[config.mk]
export PLATFORM = sky130hd
export DESIGN_NAME = mc_ctrl_fsm_flat
export DESIGN_NICKNAME = d
export VERILOG_FILES = /design/src/rtl/mc_ctrl_if.sv /design/src/rtl/mc_ctrl_fsm.sv /design/src/flat_wrapper.sv
export SDC_FILE = /design/constraint.sdc
export NUM_CORES = 1
export LEC_CHECK = 0
export ABC_AREA = 0
export CORE_ASPECT_RATIO = 1.1
export CORE_MARGIN = 2
export CORE_UTILIZATION = 40
export CTS_CLUSTER_DIAMETER = 200
export DETAILED_ROUTE_END_ITERATION = 6
export PLACE_DENSITY_LB_ADDON = 0.08
export SYNTH_ARGS = -nofsm -noshare
export SYNTH_HDL_FRONTEND = slang
export SYNTH_SLANG_ARGS = --single-unit
[constraint.sdc]
create_clock -name clk -period 2.41 [get_ports clk]
set_input_delay 0.482 -clock clk [delete_from_list [all_inputs] [get_ports clk]]
set_output_delay 0.482 -clock clk [all_outputs]
set_load 0.02 [all_outputs]
[src/rtl/mc_ctrl_if.sv]
// Control bundle between the multi-cycle sequencer and the datapath/memory port.
// Latency: none, wires only.
// Backpressure: memory stalls arrive as mem_ready low; no other flow control.
interface mc_ctrl_if;
  logic [31:0] instr;
  logic        mem_ready;
  logic        br_cond;
  logic        mem_req;
  logic        mem_we;
  logic        ir_write;
  logic        pc_write;
  logic [1:0]  pc_sel;
  logic [2:0]  imm_sel;
  logic        alu_src_a;
  logic        alu_src_b;
  logic        reg_write;
  logic [1:0]  wb_sel;
  logic [2:0]  state;
  logic        bus_err;
  logic        trap;

  // Sequencer side: consumes datapath status, drives strobes.
  modport master (
    input  instr, mem_ready, br_cond,
    output mem_req, mem_we, ir_write, pc_write, pc_sel, imm_sel,
           alu_src_a, alu_src_b, reg_write, wb_sel, state, bus_err, trap
  );

  // Datapath/memory side.
  modport slave (
    output instr, mem_ready, br_cond,
    input  mem_req, mem_we, ir_write, pc_write, pc_sel, imm_sel,
           alu_src_a, alu_src_b, reg_write, wb_sel, state, bus_err, trap
  );
endinterface

[src/rtl/mc_ctrl_fsm.sv]
// RV32I multi-cycle sequencer: FETCH/DECODE/EXEC/MEM/WB with memory watchdog.
// Latency: ALU/U/J 4 cycles, load 5, store 4, branch 3 (zero-wait memory).
// Backpressure: holds FETCH/MEM while mem_ready is low; ERR after WAIT_MAX+1 stalled cycles.
// Optional: define ILLEGAL_TRAP_EN to trap on illegal opcodes (otherwise they run as NOPs).
module mc_ctrl_fsm #(
  parameter int WAIT_MAX = 15,
  parameter int CNT_W    = 4
) (
  input  logic       clk,
  input  logic       rst,
  mc_ctrl_if.master  bus
);

  typedef enum logic [2:0] {
    S_FETCH  = 3'd0,
    S_DECODE = 3'd1,
    S_EXEC   = 3'd2,
    S_MEM    = 3'd3,
    S_WB     = 3'd4,
    S_ERR    = 3'd5,
    S_TRAP   = 3'd6
  } state_t;

  localparam logic [6:0] OP_LUI    = 7'b0110111;
  localparam logic [6:0] OP_AUIPC  = 7'b0010111;
  localparam logic [6:0] OP_JAL    = 7'b1101111;
  localparam logic [6:0] OP_JALR   = 7'b1100111;
  localparam logic [6:0] OP_BRANCH = 7'b1100011;
  localparam logic [6:0] OP_LOAD   = 7'b0000011;
  localparam logic [6:0] OP_STORE  = 7'b0100011;
  localparam logic [6:0] OP_OPIMM  = 7'b0010011;
  localparam logic [6:0] OP_OP     = 7'b0110011;

  localparam logic [2:0] IMM_I    = 3'd0;
  localparam logic [2:0] IMM_S    = 3'd1;
  localparam logic [2:0] IMM_B    = 3'd2;
  localparam logic [2:0] IMM_U    = 3'd3;
  localparam logic [2:0] IMM_J    = 3'd4;
  localparam logic [2:0] IMM_NONE = 3'd7;

  state_t           state_q;
  logic [6:0]       op_q;
  logic [CNT_W-1:0] cnt;
  logic             legal;
  logic             timeout;

  // Only the opcode field steers the sequencer; the rest of the word belongs to the datapath.
  logic unused_instr_hi;
  assign unused_instr_hi = ^bus.instr[31:7];

  assign timeout = (cnt == CNT_W'(WAIT_MAX)) && !bus.mem_ready;

  // Opcode legality check on the live IR word, used only in DECODE.
  always_comb begin
    case (bus.instr[6:0])
      OP_LUI, OP_AUIPC, OP_JAL, OP_JALR, OP_BRANCH,
      OP_LOAD, OP_STORE, OP_OPIMM, OP_OP: legal = 1'b1;
      default:                            legal = 1'b0;
    endcase
  end

  // Sequencer state, latched opcode and memory watchdog; cnt is zeroed on every entry to FETCH/MEM.
  always_ff @(posedge clk) begin
    if (rst) begin
      state_q <= S_FETCH;
      op_q    <= 7'd0;
      cnt     <= '0;
    end else begin
      case (state_q)
        S_FETCH: begin
          if (bus.mem_ready)  state_q <= S_DECODE;
          else if (timeout)   state_q <= S_ERR;
          else                cnt     <= cnt + 1'b1;
        end
        S_DECODE: begin
          op_q <= bus.instr[6:0];
          if (legal) begin
            state_q <= S_EXEC;
          end else begin
`ifdef ILLEGAL_TRAP_EN
            state_q <= S_TRAP;
`else
            state_q <= S_FETCH;
            cnt     <= '0;
`endif
          end
        end
        S_EXEC: begin
          if (op_q == OP_LOAD || op_q == OP_STORE) begin
            state_q <= S_MEM;
            cnt     <= '0;
          end else if (op_q == OP_BRANCH) begin
            state_q <= S_FETCH;
            cnt     <= '0;
          end else begin
            state_q <= S_WB;
          end
        end
        S_MEM: begin
          if (bus.mem_ready) begin
            if (op_q == OP_STORE) begin
              state_q <= S_FETCH;
              cnt     <= '0;
            end else begin
              state_q <= S_WB;
            end
          end else if (timeout) begin
            state_q <= S_ERR;
          end else begin
            cnt <= cnt + 1'b1;
          end
        end
        S_WB: begin
          state_q <= S_FETCH;
          cnt     <= '0;
        end
        S_ERR, S_TRAP: state_q <= state_q;
        default: begin
          state_q <= S_FETCH;
          cnt     <= '0;
        end
      endcase
    end
  end

  // Moore decode from state/op_q; FETCH strobes follow mem_ready, branch pc_write follows br_cond; all forced low in reset.
  always_comb begin
    bus.mem_req   = 1'b0;
    bus.mem_we    = 1'b0;
    bus.ir_write  = 1'b0;
    bus.pc_write  = 1'b0;
    bus.pc_sel    = 2'd0;
    bus.imm_sel   = 3'd0;
    bus.alu_src_a = 1'b0;
    bus.alu_src_b = 1'b0;
    bus.reg_write = 1'b0;
    bus.wb_sel    = 2'd0;
    bus.state     = 3'd0;
    bus.bus_err   = 1'b0;
    bus.trap      = 1'b0;
    if (!rst) begin
      bus.state   = state_q;
      bus.imm_sel = IMM_NONE;
      // Operand setup is held steady through EXEC, MEM and WB so the ALU result stays valid.
      if (state_q == S_EXEC || state_q == S_MEM || state_q == S_WB) begin
        case (op_q)
          OP_OPIMM, OP_LOAD, OP_JALR: begin bus.imm_sel = IMM_I; bus.alu_src_b = 1'b1; end
          OP_STORE:  begin bus.imm_sel = IMM_S; bus.alu_src_b = 1'b1; end
          OP_BRANCH: bus.imm_sel = IMM_B;
          OP_LUI:    bus.imm_sel = IMM_U;
          OP_AUIPC:  begin bus.imm_sel = IMM_U; bus.alu_src_a = 1'b1; bus.alu_src_b = 1'b1; end
          OP_JAL:    begin bus.imm_sel = IMM_J; bus.alu_src_a = 1'b1; bus.alu_src_b = 1'b1; end
          default:   bus.imm_sel = IMM_NONE;
        endcase
      end
      case (state_q)
        S_FETCH: begin
          bus.mem_req  = 1'b1;
          bus.ir_write = bus.mem_ready;
          bus.pc_write = bus.mem_ready;
        end
        S_EXEC: begin
          if (op_q == OP_BRANCH) begin
            bus.pc_write = bus.br_cond;
            bus.pc_sel   = 2'd1;
          end
        end
        S_MEM: begin
          bus.mem_req = 1'b1;
          bus.mem_we  = (op_q == OP_STORE);
        end
        S_WB: begin
          bus.reg_write = 1'b1;
          case (op_q)
            OP_LOAD: bus.wb_sel = 2'd1;
            OP_LUI:  bus.wb_sel = 2'd3;
            OP_JAL:  begin bus.wb_sel = 2'd2; bus.pc_write = 1'b1; bus.pc_sel = 2'd1; end
            OP_JALR: begin bus.wb_sel = 2'd2; bus.pc_write = 1'b1; bus.pc_sel = 2'd2; end
            default: bus.wb_sel = 2'd0;
          endcase
        end
        S_ERR: bus.bus_err = 1'b1;
`ifdef ILLEGAL_TRAP_EN
        S_TRAP: bus.trap = 1'b1;
`endif
        default: ;
      endcase
    end
  end

endmodule

[src/flat_wrapper.sv]
// flat-port wrapper written by rule: the top's interface ports become plain ports
module mc_ctrl_fsm_flat 
#(
  parameter int WAIT_MAX = 15,
  parameter int CNT_W    = 4
)
  (clk, rst, bus_instr, bus_mem_ready, bus_br_cond, bus_mem_req, bus_mem_we, bus_ir_write, bus_pc_write, bus_pc_sel, bus_imm_sel, bus_alu_src_a, bus_alu_src_b, bus_reg_write, bus_wb_sel, bus_state, bus_bus_err, bus_trap);
  mc_ctrl_if bus_i ();
  input  logic clk;
  input  logic rst;
  input wire logic [$bits(bus_i.instr)-1:0] bus_instr;
  input wire logic [$bits(bus_i.mem_ready)-1:0] bus_mem_ready;
  input wire logic [$bits(bus_i.br_cond)-1:0] bus_br_cond;
  output wire logic [$bits(bus_i.mem_req)-1:0] bus_mem_req;
  output wire logic [$bits(bus_i.mem_we)-1:0] bus_mem_we;
  output wire logic [$bits(bus_i.ir_write)-1:0] bus_ir_write;
  output wire logic [$bits(bus_i.pc_write)-1:0] bus_pc_write;
  output wire logic [$bits(bus_i.pc_sel)-1:0] bus_pc_sel;
  output wire logic [$bits(bus_i.imm_sel)-1:0] bus_imm_sel;
  output wire logic [$bits(bus_i.alu_src_a)-1:0] bus_alu_src_a;
  output wire logic [$bits(bus_i.alu_src_b)-1:0] bus_alu_src_b;
  output wire logic [$bits(bus_i.reg_write)-1:0] bus_reg_write;
  output wire logic [$bits(bus_i.wb_sel)-1:0] bus_wb_sel;
  output wire logic [$bits(bus_i.state)-1:0] bus_state;
  output wire logic [$bits(bus_i.bus_err)-1:0] bus_bus_err;
  output wire logic [$bits(bus_i.trap)-1:0] bus_trap;
  assign bus_i.instr = bus_instr;
  assign bus_i.mem_ready = bus_mem_ready;
  assign bus_i.br_cond = bus_br_cond;
  assign bus_mem_req = bus_i.mem_req;
  assign bus_mem_we = bus_i.mem_we;
  assign bus_ir_write = bus_i.ir_write;
  assign bus_pc_write = bus_i.pc_write;
  assign bus_pc_sel = bus_i.pc_sel;
  assign bus_imm_sel = bus_i.imm_sel;
  assign bus_alu_src_a = bus_i.alu_src_a;
  assign bus_alu_src_b = bus_i.alu_src_b;
  assign bus_reg_write = bus_i.reg_write;
  assign bus_wb_sel = bus_i.wb_sel;
  assign bus_state = bus_i.state;
  assign bus_bus_err = bus_i.bus_err;
  assign bus_trap = bus_i.trap;
  mc_ctrl_fsm #(.WAIT_MAX(WAIT_MAX), .CNT_W(CNT_W)) u_core (.clk(clk), .rst(rst), .bus(bus_i));
endmodule
# Yosys cells after proc, flatten, opt, wreduce, memory -nomap -nowiden
# Index checks and enable logic that the tools add are counted.
[op_classes] addsub=1 multipliers=0 div_mod_pow=0 order_cmp=0 eq_ne=28 shift=0 n_mux=48 bitwise_logic=1 reduce_logical=15
[op_table] cell="7-bit == test, second input constant" n=6
[op_table] cell="7-bit by 6-bit == test with 1-bit output, second input constant" n=5
[op_table] cell="3-bit one-hot mux with 5 select lines" n=2
[op_table] cell="7-bit by 5-bit == test with 1-bit output, second input constant" n=4
[op_table] cell="4-bit two-way mux" n=7
[op_table] cell="3-bit two-way mux" n=9
[op_table] cell="1-bit two-way mux" n=21
[op_table] cell="4-bit one-hot mux with 5 select lines" n=1
[op_table] cell="7-bit by 2-bit == test with 1-bit output, second input constant" n=2
[op_table] cell="2-bit OR reduction" n=5
[op_table] cell="3-bit == test, second input constant" n=3
[op_table] cell="9-bit OR reduction" n=1
[op_table] cell="2-bit two-way mux" n=4
[op_table] cell="2-bit one-hot mux with 2 select lines" n=2
[op_table] cell="3-bit by 2-bit == test with 1-bit output, second input constant" n=2
[op_table] cell="2-bit one-hot mux with 3 select lines" n=1
[op_table] cell="6-bit OR reduction" n=1
[op_table] cell="5-bit AND reduction" n=1
[op_table] cell="4-bit by 1-bit adder with 4-bit output, second input constant" n=1
[op_table] cell="4-bit == test, second input constant" n=1
[op_table] cell="2-bit != test, second input constant" n=2
[op_table] cell="3-bit by 1-bit == test with 1-bit output, second input constant" n=1
[op_table] cell="3-bit logical NOT" n=1
[op_table] cell="1-bit logical OR" n=3
[op_table] cell="7 further kinds" n=7
[totals] register_bits=14 latchBits=0 ramBits=0 romBits=0 output_inout_bits=19 n_memories=0

# Logic depth before layout (Yosys ltp)
[logic_depth] depth_word=5 ltp_mapped=7

# Worst setup path before layout
# OpenSTA, ideal clock, no wires.
[synth_timing] path_type="reg-to-output" from="register u_core.state_q[0]" to="output bus_mem_we" arrival_ps=1783 required_ps=1928 setup_slack_ps=145 stages_incl_launch_ff=5 path_buffers=2 cell_sequence="dfxtp_1 clkbuf_1 clkbuf_1 nor2b_1 nor3b_1"
[synth_via] elab_chain_cells=3
[synth_rtl] item="from (decl)" line_no="mc_ctrl_fsm.sv:41" rtl="state_t state_q;"
[synth_rtl] item="from (signal assigned)" line_no="mc_ctrl_fsm.sv:117" rtl="S_ERR, S_TRAP: state_q <= state_q;"
[synth_rtl] item="3-bit by 2-bit == test with 1-bit output" line_no="mc_ctrl_fsm.sv:156" rtl="case (state_q)"
[synth_rtl] item="1-bit two-way mux" line_no="mc_ctrl_fsm.sv:156"
[synth_rtl] item="1-bit two-way mux" line_no="mc_ctrl_fsm.sv:141" rtl="if (!rst) begin"
[synth_rtl] item="to (decl)" line_no="flat_wrapper.sv:15" rtl="output wire logic [$bits(bus_i.mem_we)-1:0] bus_mem_we;"
# No other way between the ends.

# Final worst setup path
[layout_timing] from="input bus_mem_ready" to="output bus_pc_write"
[layout_via] elab_chain_cells=2
[layout_rtl] item="from (decl)" line_no="flat_wrapper.sv:12" rtl="input wire logic [$bits(bus_i.mem_ready)-1:0] bus_mem_ready;"
[layout_rtl] item="1-bit one-hot mux with 3 select lines" line_no="mc_ctrl_fsm.sv:156"
[layout_rtl] item="1-bit two-way mux" line_no="mc_ctrl_fsm.sv:141"
[layout_rtl] item="to (decl)" line_no="flat_wrapper.sv:17" rtl="output wire logic [$bits(bus_i.pc_write)-1:0] bus_pc_write;"
# No other way between the ends.

==> impl_metrics.xml <==
<?xml version="1.0" encoding="UTF-8"?>
<metrics>
  <group name="setup_path">
    <metric name="timing.critical_path.slowest_cell_delay" unit="ns">0.47</metric>
    <metric name="worstSetupStartpointType" unit="">input port</metric>
    <metric name="cell_depth_of_the_worst_flop_to_flop_path" unit="">6</metric>
    <metric name="crit_chain" unit="">clkdlybuf4s50_1, nor2b_1, a21oi_1, or2_2, a211oi_1, buf_2</metric>
    <metric name="crit_arrival" unit="ns">1.84</metric>
    <metric name="timing.rr.end" unit="">u_core.cnt[3]$_SDFFE_PP0P_</metric>
    <metric name="worstPathMaxFanout" unit="">2</metric>
    <metric name="worst-setup-path-type" unit="">input port to primary output</metric>
    <metric name="worst-r2r-setup-slack" unit="ns">0.45</metric>
    <metric name="crit_path_start" unit="">bus_mem_ready</metric>
    <metric name="crit_required" unit="ns">1.93</metric>
    <metric name="worstSetupEndpointType" unit="">primary output</metric>
    <metric name="critical_path.slowest_cell" unit="">clkdlybuf4s50_1</metric>
    <metric name="rr_startpoint" unit="">u_core.op_q[1]$_SDFFE_PP0N_</metric>
  </group>
  <group name="timing">
    <metric name="max_slew_margin" unit="">0.6591</metric>
    <metric name="final-max-slew-violation-count" unit="">0</metric>
    <metric name="timing.fmax" unit="GHz">0.4298</metric>
    <metric name="finalCritPeriodShare" unit="">0.9655</metric>
    <metric name="grt_setup_unrepaired" unit="">false</metric>
    <metric name="fin_skew" unit="ns">0.005764</metric>
    <metric name="min_period" unit="ns">2.327</metric>
    <metric name="tns" unit="ns">0</metric>
    <metric name="final_worst_setup_slack" unit="ns">0.08308</metric>
    <metric name="timing_hold_violations_final" unit="">0</metric>
    <metric name="setup_violations" unit="">0</metric>
    <metric name="worst_pin_slew" unit="ns">0.5108</metric>
  </group>
  <group name="detailed_routing">
    <metric name="routed-via-count" unit="">1307</metric>
    <metric name="routed_via_density" unit="">5.538</metric>
    <metric name="drt_first_pass_iters" unit="">4</metric>
    <metric name="route.antenna.remaining_nets" unit="">0</metric>
    <metric name="initialDrtViolationCount" unit="">34</metric>
    <metric name="wl" unit="mm">3.173</metric>
    <metric name="wl_per_cell" unit="µm">13.44</metric>
    <metric name="remaining_drc_errors" unit="">0</metric>
  </group>
  <group name="global_routing">
    <metric name="grt_max_degree" unit="">16</metric>
    <metric name="via_count_of_the_first_global_routing_pass" unit="">1280</metric>
    <metric name="antenna_found_initial" unit="">0</metric>
    <metric name="gr-total-overflow" unit="">0</metric>
    <metric name="grt_first_pass_wirelength" unit="mm">5.361</metric>
    <metric name="grt_util_all_layers" unit="">0.2197</metric>
  </group>
  <group name="clocking">
    <metric name="cts_setup_buffers" unit="">0</metric>
    <metric name="cts_tree" unit="">built</metric>
    <metric name="clock_path_buffers" unit="">2</metric>
    <metric name="tritoncts.num_buffers" unit="">3</metric>
    <metric name="clock_latency" unit="ns">0.28</metric>
    <metric name="ctsHoldBuffers" unit="">0</metric>
    <metric name="clk_root_buffer_cell" unit="">clkbuf_4</metric>
    <metric name="ctsHtreeMaxLevel" unit="">1</metric>
    <metric name="path_clk_slew" unit="ns">0.09</metric>
    <metric name="numClockSinks" unit="">14</metric>
  </group>
  <group name="floorplan">
    <metric name="floorplan.initialDensity" unit="">0.4139</metric>
    <metric name="die_area" unit="mm²">0.003236</metric>
    <metric name="core_area" unit="mm²">0.002703</metric>
    <metric name="die_x" unit="µm">54.42</metric>
    <metric name="boundaryPins" unit="">55</metric>
    <metric name="die_height" unit="µm">59.46</metric>
    <metric name="row_count" unit="">20</metric>
  </group>
  <group name="finish">
    <metric name="nNetsFinal" unit="">241</metric>
    <metric name="postLayoutCellArea" unit="mm²">0.001644</metric>
    <metric name="instances_no_fill" unit="">236</metric>
    <metric name="nFillCells" unit="">259</metric>
    <metric name="antenna_cells_inserted" unit="">0</metric>
    <metric name="final_layout_size_suffix_gt1_frac" unit="">0.2759</metric>
    <metric name="flow.area_growth_from_synthesis" unit="%">46.98</metric>
  </group>
  <group name="place">
    <metric name="gp_routability_congestion" unit="">0.8007</metric>
    <metric name="detailedPlacementHpwl" unit="mm">2.531</metric>
    <metric name="place_ws" unit="ns">-0.3563</metric>
    <metric name="placed_area" unit="mm²">0.001624</metric>
    <metric name="dpl.cell_count" unit="">232</metric>
    <metric name="buffer_ports.inserted" unit="">28</metric>
  </group>
  <group name="worst_hold_path">
    <metric name="whs_endpoint" unit="">u_core.cnt[1]$_SDFFE_PP0P_</metric>
    <metric name="hold_path_depth" unit="">2</metric>
    <metric name="hp-class" unit="">flip-flop to flip-flop</metric>
    <metric name="hold_path_startpoint" unit="">u_core.cnt[1]$_SDFFE_PP0P_</metric>
  </group>
  <group name="power">
    <metric name="cellPowerDensity" unit="mW/mm²">349.2</metric>
    <metric name="total_leakage_power" unit="nW">0.6951</metric>
    <metric name="peakVddDrop" unit="V">0.0004194</metric>
    <metric name="total_power" unit="µW">574.1</metric>
  </group>
  <group name="synth">
    <metric name="post_synth_inst_count" unit="">151</metric>
    <metric name="ys_ff_latch" unit="">14</metric>
    <metric name="synth.distinct_cells" unit="">47</metric>
    <metric name="ys.flop_type" unit="">dfxtp_1</metric>
    <metric name="yosysSeqAreaShare" unit="">0.2506</metric>
    <metric name="mappedNetlistArea" unit="mm²">0.001119</metric>
    <metric name="async_flop_share" unit="">0</metric>
    <metric name="mappedNetlistNets" unit="">188</metric>
    <metric name="average_cell_area_after_synthesis" unit="µm²">7.408</metric>
    <metric name="synth-warning-count" unit="">0</metric>
    <metric name="synth_enable_flop_cells" unit="">0</metric>
  </group>
  <group name="job">
    <metric name="max_capacitance_violation_count" unit="">0</metric>
  </group>
  <group name="run_status">
    <metric name="status" unit="">finished, final reports clean</metric>
  </group>
</metrics>
## flip-flops by register name, summed over array words and instances (netlist names)
register        flops
u_core.cnt          4
u_core.state_q      3
u_core.op_q         7
## metrics by stage
stage / utilization / hold slack (ns)
final: 0.6083 / 0.4858
after global placement: 0.6009 / 0.4737
after floorplan: - / 0.4548
after global routing: 0.6083 / 0.4995
after detailed placement: 0.6009 / 0.4790
after CTS: 0.6074 / 0.4908
## per-layer routing
layer | wire length [µm] | global-route usage
met1 | 1392 | 0.2601
met2 | 1607 | 0.3804
met3 | 140 | 0.06313
met4 | 31 | 0.05714
met5 | 0 | 0
## power by group
part / switching (mW) / internal (mW) / total (mW)
clock network: 0.0786 / 0.0919 / 0.171
registers: 0.00948 / 0.242 / 0.251
logic: 0.0742 / 0.0779 / 0.152
## synthesized netlist by cell type, types with 2 or more instances
cell type	number	area share
a211oi_1	2	0.013
a21boi_0	2	0.013
a21oi_1	10	0.045
a221oi_1	2	0.016
a32oi_1	2	0.016
and2_1	4	0.022
and3_1	3	0.017
clkbuf_1	9	0.030
dfxtp_1	14	0.25
inv_1	6	0.020
mux2i_1	7	0.063
nand2_1	12	0.040
nand2b_1	10	0.056
nand3b_1	2	0.013
nand4b_1	2	0.016
nor2_1	16	0.054
nor2b_1	5	0.028
nor3_1	4	0.018
nor3b_1	3	0.020
o21ai_0	5	0.022
o311ai_0	3	0.023
or2_2	3	0.017
## layout by cell type, fill, tap and decap left out, drive strengths merged, types with 4 or more instances in the layout
| cell | synthesis | layout |
|---|---|---|
| dlygate4sd2 | 0 | 8 |
| dfxtp | 14 | 14 |
| nor2b | 5 | 5 |
| nand2b | 10 | 10 |
| mux2i | 8 | 8 |
| a21oi | 10 | 10 |
| clkbuf | 9 | 9 |
| nor2 | 17 | 17 |
| o21ai | 6 | 6 |
| buf | 1 | 31 |
| and2 | 4 | 4 |
| o311ai | 4 | 4 |
| clkdlybuf4s50 | 0 | 12 |
| nand2 | 12 | 12 |
| nor3 | 4 | 4 |
| inv | 6 | 6 |
## worst max path at each step
stage	endpoint	slack, ns	depth (start not counted)
after detailed placement	bus_pc_write	-0.36	6
after floorplan	bus_mem_we	0.15	4
final	bus_pc_write	0.08	6
after global routing	bus_pc_write	0.006	6
after CTS	bus_bus_err	0.01	5
after global placement	bus_pc_write	-0.38	6
## timing repair
| item | CTS | global route |
|---|---|---|
| setup endpoints to repair | 15 | 10 |
| gates resized for setup | 20 | 20 |
| pin swaps | 0 | 0 |
## worst max-delay path, delay by kind of cell
family                 cells  cell delay [ns]
buffers and inverters      2             0.67
and+or+nand+nor            2             0.45
AOI/OAI and AO/OA          2             0.24
## final cells by class
type	count	area [µm²]	area share
multi-input combinational	121	794.5	0.4833
timing repair buffer	58	467.9	0.2846
sequential	14	281.5	0.1712
tap	33	41.29	0.02511
clock buffer	4	36.28	0.02207
inverter	6	22.52	0.01370
## kinds of logic (layout without fill, tap and decap cells)
family | Yosys count | after routing | share of synthesized area
compound gates | 39 | 39 | 0.2483
fa+ha+maj | 1 | 1 | 0.01118
buf+inv | 16 | 68 | 0.05705
flops | 14 | 14 | 0.2506
mux | 8 | 8 | 0.07494
other cells | 1 | 1 | 0.003352
simple gates | 72 | 72 | 0.3546
(Power assumes the default switching activity.)
